--- src/rtl/arm_bus_pkg.sv ---
// Shared constants for the ARM data-side bus: address map and UART transmitter states.
package arm_bus_pkg;

    localparam logic [31:0] RAM_BASE       = 32'h0000_0800;
    localparam logic [31:0] RAM_END        = 32'h0000_0BFF;
    localparam logic [31:0] UART_DATA_ADDR = 32'h0000_0C00;
    localparam logic [31:0] UART_STAT_ADDR = 32'h0000_0C04;
    localparam logic [31:0] LED_ADDR       = 32'h0000_0C08;
    localparam logic [31:0] DIP_ADDR       = 32'h0000_0C0C;

    typedef enum logic [1:0] {
        IDLE  = 2'd0,
        START = 2'd1,
        DATA  = 2'd2,
        STOP  = 2'd3
    } uart_state_e;

    function automatic logic is_ram_addr(input logic [31:0] addr);
        return (addr >= RAM_BASE) && (addr <= RAM_END);
    endfunction

endpackage

--- src/rtl/uart_tx_fifo.sv ---
// Byte FIFO feeding an 8N1 LSB-first serial transmitter; each bit lasts CLKS_PER_BIT cycles.
module uart_tx_fifo
    import arm_bus_pkg::*;
#(
    parameter int FIFO_DEPTH   = 4,
    parameter int CLKS_PER_BIT = 868
) (
    input  logic       CLK,
    input  logic       RESET_N,
    input  logic       push,
    input  logic [7:0] din,
    output logic       full,
    output logic       empty,
    output logic       busy,
    output logic       tx
);

    localparam int AW = $clog2(FIFO_DEPTH);
    localparam int BW = (CLKS_PER_BIT > 1) ? $clog2(CLKS_PER_BIT) : 1;
    localparam logic [BW-1:0] BAUD_LAST = BW'(CLKS_PER_BIT - 1);

    logic [7:0]    mem [FIFO_DEPTH];
    logic [AW-1:0] rd_ptr;
    logic [AW-1:0] wr_ptr;
    logic [AW:0]   count;

    uart_state_e   state;
    logic [BW-1:0] baud_cnt;
    logic [2:0]    bit_cnt;
    logic [7:0]    shift;

    logic baud_end;
    logic pop;
    logic push_ok;

    // push is a one-cycle valid strobe and !full is its ready; a push seen
    // while not ready is dropped, except when a pop frees the slot on that same edge.
    assign full     = (count == (AW+1)'(FIFO_DEPTH));
    assign empty    = (count == '0);
    assign busy     = (state != IDLE);
    assign baud_end = (baud_cnt == BAUD_LAST);
    assign pop      = !empty && ((state == IDLE) || ((state == STOP) && baud_end));
    assign push_ok  = push && (!full || pop);

    always_ff @(posedge CLK or negedge RESET_N) begin
        if (!RESET_N) begin
            rd_ptr <= '0;
            wr_ptr <= '0;
            count  <= '0;
        end else begin
            if (push_ok) wr_ptr <= wr_ptr + AW'(1);
            if (pop)     rd_ptr <= rd_ptr + AW'(1);
            case ({push_ok, pop})
                2'b10:   count <= count + (AW+1)'(1);
                2'b01:   count <= count - (AW+1)'(1);
                default: count <= count;
            endcase
        end
    end

    always_ff @(posedge CLK) begin
        if (push_ok) mem[wr_ptr] <= din;
    end

    // tx is updated on the same edge as the state change, so the line
    // tracks the state with identical timing for every bit of the frame.
    always_ff @(posedge CLK or negedge RESET_N) begin
        if (!RESET_N) begin
            state    <= IDLE;
            baud_cnt <= '0;
            bit_cnt  <= '0;
            shift    <= '0;
            tx       <= 1'b1;
        end else begin
            case (state)
                IDLE: begin
                    baud_cnt <= '0;
                    tx       <= 1'b1;
                    if (pop) begin
                        shift <= mem[rd_ptr];
                        state <= START;
                        tx    <= 1'b0;
                    end
                end
                START: begin
                    if (baud_end) begin
                        baud_cnt <= '0;
                        bit_cnt  <= '0;
                        state    <= DATA;
                        tx       <= shift[0];
                    end else begin
                        baud_cnt <= baud_cnt + BW'(1);
                    end
                end
                DATA: begin
                    if (baud_end) begin
                        baud_cnt <= '0;
                        if (bit_cnt == 3'd7) begin
                            state <= STOP;
                            tx    <= 1'b1;
                        end else begin
                            shift   <= shift >> 1;
                            tx      <= shift[1];
                            bit_cnt <= bit_cnt + 3'd1;
                        end
                    end else begin
                        baud_cnt <= baud_cnt + BW'(1);
                    end
                end
                STOP: begin
                    if (baud_end) begin
                        baud_cnt <= '0;
                        // A queued byte starts its START bit right after the stop bit.
                        if (pop) begin
                            shift <= mem[rd_ptr];
                            state <= START;
                            tx    <= 1'b0;
                        end else begin
                            state <= IDLE;
                        end
                    end else begin
                        baud_cnt <= baud_cnt + BW'(1);
                    end
                end
                default: begin
                    state <= IDLE;
                    tx    <= 1'b1;
                end
            endcase
        end
    end

endmodule

--- src/rtl/arm_data_bus.sv ---
// Data-side bus behind the single-cycle ARM core: data RAM, UART TX, LED register, DIP port.
module arm_data_bus
    import arm_bus_pkg::*;
#(
    parameter int RAM_DEPTH    = 128,
    parameter int FIFO_DEPTH   = 4,
    parameter int CLKS_PER_BIT = 868
) (
    input  logic        CLK,
    input  logic        RESET_N,
    input  logic        MemWrite,
    input  logic [31:0] ALUResult,
    input  logic [31:0] WriteData,
    output logic [31:0] ReadData,
    input  logic [15:0] DIP,
    output logic [15:0] LED,
    output logic        UART_TX
);

    localparam int RAW = $clog2(RAM_DEPTH);

    logic [31:0]    addr;
    logic [RAW-1:0] ram_idx;
    logic           sel_ram;
    logic [31:0]    ram [RAM_DEPTH];
    logic [15:0]    dip_meta;
    logic [15:0]    dip_sync;
    logic           uart_push;
    logic           fifo_full;
    logic           fifo_empty;
    logic           tx_busy;

    // Byte offset within the word is ignored; only whole-word accesses exist.
    assign addr      = ALUResult & 32'hFFFF_FFFC;
    assign ram_idx   = addr[RAW+1:2];
    assign sel_ram   = is_ram_addr(addr);
    assign uart_push = MemWrite && (addr == UART_DATA_ADDR);

    always_ff @(posedge CLK) begin
        if (MemWrite && sel_ram) ram[ram_idx] <= WriteData;
    end

    always_ff @(posedge CLK or negedge RESET_N) begin
        if (!RESET_N) begin
            LED      <= '0;
            dip_meta <= '0;
            dip_sync <= '0;
        end else begin
            if (MemWrite && (addr == LED_ADDR)) LED <= WriteData[15:0];
            dip_meta <= DIP;
            dip_sync <= dip_meta;
        end
    end

    always_comb begin
        ReadData = '0;
        if (sel_ram) begin
            ReadData = ram[ram_idx];
        end else begin
            case (addr)
                UART_STAT_ADDR: ReadData = {29'b0, fifo_empty, fifo_full, tx_busy};
                LED_ADDR:       ReadData = {16'b0, LED};
                DIP_ADDR:       ReadData = {16'b0, dip_sync};
                default:        ReadData = '0;
            endcase
        end
    end

    uart_tx_fifo #(
        .FIFO_DEPTH   (FIFO_DEPTH),
        .CLKS_PER_BIT (CLKS_PER_BIT)
    ) u_uart (
        .CLK     (CLK),
        .RESET_N (RESET_N),
        .push    (uart_push),
        .din     (WriteData[7:0]),
        .full    (fifo_full),
        .empty   (fifo_empty),
        .busy    (tx_busy),
        .tx      (UART_TX)
    );

endmodule

--- config.mk ---
export PLATFORM = sky130hd
export DESIGN_NAME = arm_data_bus
export DESIGN_NICKNAME = d
export VERILOG_FILES = /design/src/rtl/arm_bus_pkg.sv /design/src/rtl/uart_tx_fifo.sv /design/src/rtl/arm_data_bus.sv
export SDC_FILE = /design/constraint.sdc
export NUM_CORES = 2
export LEC_CHECK = 0
export ABC_AREA = 1
export CORE_MARGIN = 5
export CORE_UTILIZATION = 35
export DETAILED_ROUTE_END_ITERATION = 16
export GPL_TIMING_DRIVEN = 0
export HOLD_SLACK_MARGIN = 0.1
export PLACE_DENSITY_LB_ADDON = 0.05
export SYNTH_ARGS = -nofsm -noshare
export SYNTH_HDL_FRONTEND = slang
export SYNTH_MEMORY_MAX_BITS = 65536
export SYNTH_SLANG_ARGS = --single-unit
--- constraint.sdc ---
create_clock -name CLK -period 3.45 [get_ports CLK]
set_input_delay 1.035 -clock CLK [delete_from_list [all_inputs] [get_ports CLK]]
set_output_delay 1.035 -clock CLK [all_outputs]
set_load 0.03 [all_outputs]
==> results by group <==
Cells and area
  • Syn-to-layout area delta: 22.0%
  • Commonest non-fill, non-tap cell in the layout: nand2_1
  • Most frequent cells in the layout: 5428 x nand2_1, 4128 x edfxtp_1, 846 x o22ai_1, 841 x inv_1, 637 x nand3_1
  • Post-Layout Inst Area: 0.205 mm²
  • # fillers: 44626
  • Nets: 15185
  • Layout cells sized above 1: 14.3%
  • Final core utilization: 42.8%

CTS
  • Skew-Pair Late Insertion Delay: 1.07 ns
  • CTS tree: built
  • Clock Path Buffers: 4
  • Number of buffers created by CTS: 470
  • CTS H-Tree Depth: 5
  • CTS clk-pin slew, worst paths: 0.06 ns
  • Root buffer selected by CTS: clkbuf_16
  • CTS sink count: 4207

Synth
  • Post-synth EDFFs: 4128
  • Distinct cells, synth: 45
  • Synth Register Bits: 4207
  • Top cell type's share of synthesized area: 73.9%
  • Synth area leader: edfxtp_1
  • Syn Inst Count: 14085
  • Synth async-reset ratio: 1.88%
  • Synthesized Nets: 14183
  • Synth Flop Type: edfxtp_1
  • Top cells by area, synth: edfxtp_1 74%, nand2_1 13%, o22ai_1 3.2%, nand3_1 2.0%, inv_1 1.9%
  • Post-Syn Area: 0.168 mm²
  • Syn. warnings: 0
  • Syn Area/Cell: 11.9 µm²
  • Post-synthesis sequential area ratio: 75.1%

Detailed routing
  • Initial DRC Count: 15776
  • Routed len/inst: 35.1 µm
  • DRC violations left: 0
  • Vias per cell: 5.41
  • Drt first pass iters: 8
  • Post-DRT Antenna Nets: 0
  • Routed wire length: 768000 µm
  • Vias: 118348

Setup path
  • Crit path cell chain: bufbuf_16 > buf_16 > buf_8 > nand2_8 > buf_12 > buf_12 > o22a_1 > nand4_1 > nand2_1 > nand2_2 > nor2_4 > nand3_2 > nor2_4 > buf_6
  • CP Capture Type: output port
  • Required time worst endpoint: 2.41 ns
  • Setup CP Type: in2out
  • CP peak stage delay: 0.62 ns
  • Critical Path Start Type: input port
  • CP max FO: 5
  • CP max stage cell: nand4_1
  • Critical path arrival: 4.11 ns
  • Reg-to-Reg Start: u_uart.baud_cnt[0]
  • Crit path from: ALUResult[2]

Placement
  • Routability cong.: 0.927
  • Cell Area, Placed: 0.184 mm²
  • Dpl hpwl: 534000 µm
  • PortBufs: 125
  • DP Worst Slack: -5.14 ns

STA
  • Worst-Margin Slew: 1.30 ns
  • Tmin final: 5.15 ns
  • Period utilization: 149%
  • Setup-failing EPs final: 3997
  • Worst setup margin: -1.70 ns
  • Relative slew slack: 13.2%
  • RSZ-0062 raised after global routing: yes
  • Slew Limit Fails: 0
  • Fmax achieved: 0.194 GHz
  • Max Clock Skew: 0.00700 ns
  • Hold slack: 0.343 ns
  • Final hold vios: 0

Outcome
  • Violated checks: setup timing
  • Status: complete, but fails checks

Pwr
  • Peak supply drop: 0.000439 V
  • Final Total Pwr: 113 mW
  • PD cells: 552 mW/mm²
  • P_leak: 77.1 nW

Die
  • Boundary Pins: 132
  • Core Box Area: 0.478 mm²
  • Row count: 254
  • Die Span Y: 702 µm
  • Die Wd: 702 µm
  • Initial Utilization: 35.1%
  • Die area: 0.493 mm²

Min path
  • Hold_sp: WriteData[26]
  • Hold Crit Class: in2reg

Global route
  • Pin count of the biggest net entering global routing: 108
  • Vias in the first global route: 110442
  • First-pass GRT wire length: 1000000 µm
  • GRT Total Usage: 30.3%
  • Initial antenna violation count: 74
  • Congestion Overflow GR: 0

Job
  • Max-cap violations: 0
-- stage by stage --
stage,setup TNS (ns),std cells
2_1_floorplan,-816.68,14085
3_3_place_gp,-,20610
3_5_place_dp,-,20895
4_1_cts,-2219.36,21812
5_1_grt,-2628.71,21865
6_report,-2560.84,21889
-- state kept, by name (all words and copies together), names as in the netlist, 3 cells and up --
| signal | flops |
|---|---|
| u_uart.count | 3 |
| u_uart.mem | 32 |
| u_uart.bit_cnt | 3 |
| u_uart.baud_cnt | 10 |
| LED | 16 |
| u_uart.shift | 8 |
| dip_meta | 16 |
| dip_sync | 16 |
| ram | 4096 |
-- power breakdown --
group          switching (mW)  internal [mW]  total [mW]
clock network            21.2           27.9        49.1
registers             0.00570           56.1        56.1
logic                    5.80           1.82        7.62
total                    27.0           85.9         113
-- repair_timing --
action | CTS | global route
endpoints found under the hold margin | 22 | 0
hold buffers | 1 | 0
setup buffers | 62 | 48
pin swaps | 78 | 133
endpoints found under the setup margin | 4183 | 4035
gates resized for setup | 1193 | 423
gates cloned | 9 | 3
-- cells in the mapped netlist (9+ instances only) --
| cell | number |
|---|---|
| nand2_1 | 5602 |
| edfxtp_1 | 4128 |
| o22ai_1 | 847 |
| inv_1 | 843 |
| nor2_1 | 813 |
| nand3_1 | 654 |
| buf_2 | 420 |
| clkbuf_1 | 213 |
| nand4_1 | 122 |
| dfrtp_1 | 78 |
| a21oi_1 | 69 |
| o21ai_0 | 52 |
| buf_1 | 45 |
| buf_4 | 37 |
| o21ai_1 | 24 |
| o22a_1 | 24 |
| nor3_1 | 20 |
| ha_1 | 14 |
| nand3b_1 | 13 |
| inv_2 | 9 |
-- routing by layer --
metal	track usage (%)	wire length, µm	vias to the layer above
met5	0	126	-
met4	15.0	45500	22
met3	6.03	67900	1464
met2	47.9	350000	6258
met1	39.8	304000	60079
li1	-	-	50525
-- worst max-delay path, delay by kind of cell --
kind                   cells  cell delay, ns
AOI/OAI and AO/OA          1            0.20
buffers and inverters      6            1.08
and+or+nand+nor            7            1.73
-- path summary, 6_finish.rpt --
| check | to | slack (ns) | cells past startpoint |
|---|---|---|---|
| worst max-delay path | ReadData[17] | -1.70 | 14 |
| max in group asynchronous | u_uart.tx | 2.43 | 3 |
| min in group asynchronous | u_uart.bit_cnt[1] | 0.42 | 2 |
| worst max register to register | u_uart.count[1] | 0.20 | 12 |
| worst min-delay path | ram[13][26] | 0.34 | 1 |
| worst min register to register | dip_sync[6] | 0.35 | 0 |
-- area by class of cell --
cell class / instances / area (µm²) / area share [%]
repair buffers: 530 / 8870 / 4.34
clock inverters: 267 / 2450 / 1.20
plain buffers: 717 / 5900 / 2.89
multi-input cells: 8300 / 37700 / 18.4
clock buffers: 579 / 12300 / 5.99
inverters: 861 / 3330 / 1.63
flip-flops and latches: 4207 / 126000 / 61.6
diodes: 28 / 70.1 / 0.0343
well taps: 6400 / 8010 / 3.92
-- cell families (layout without fill, tap and decap cells) --
kind of cell               Yosys count  in the layout  synth area share [%]
AOI/OAI and AO/OA                 1027           1027                  3.77
xor gates and xnor gates             5              5                0.0261
adders and majority gates           15             15                 0.116
buffers and inverters             1580           2954                  3.95
DFF                               4207           4207                  75.1
other                                0             28                     0
and+or+nand+nor                   7251           7253                  17.0
(Power assumes the default switching activity.)
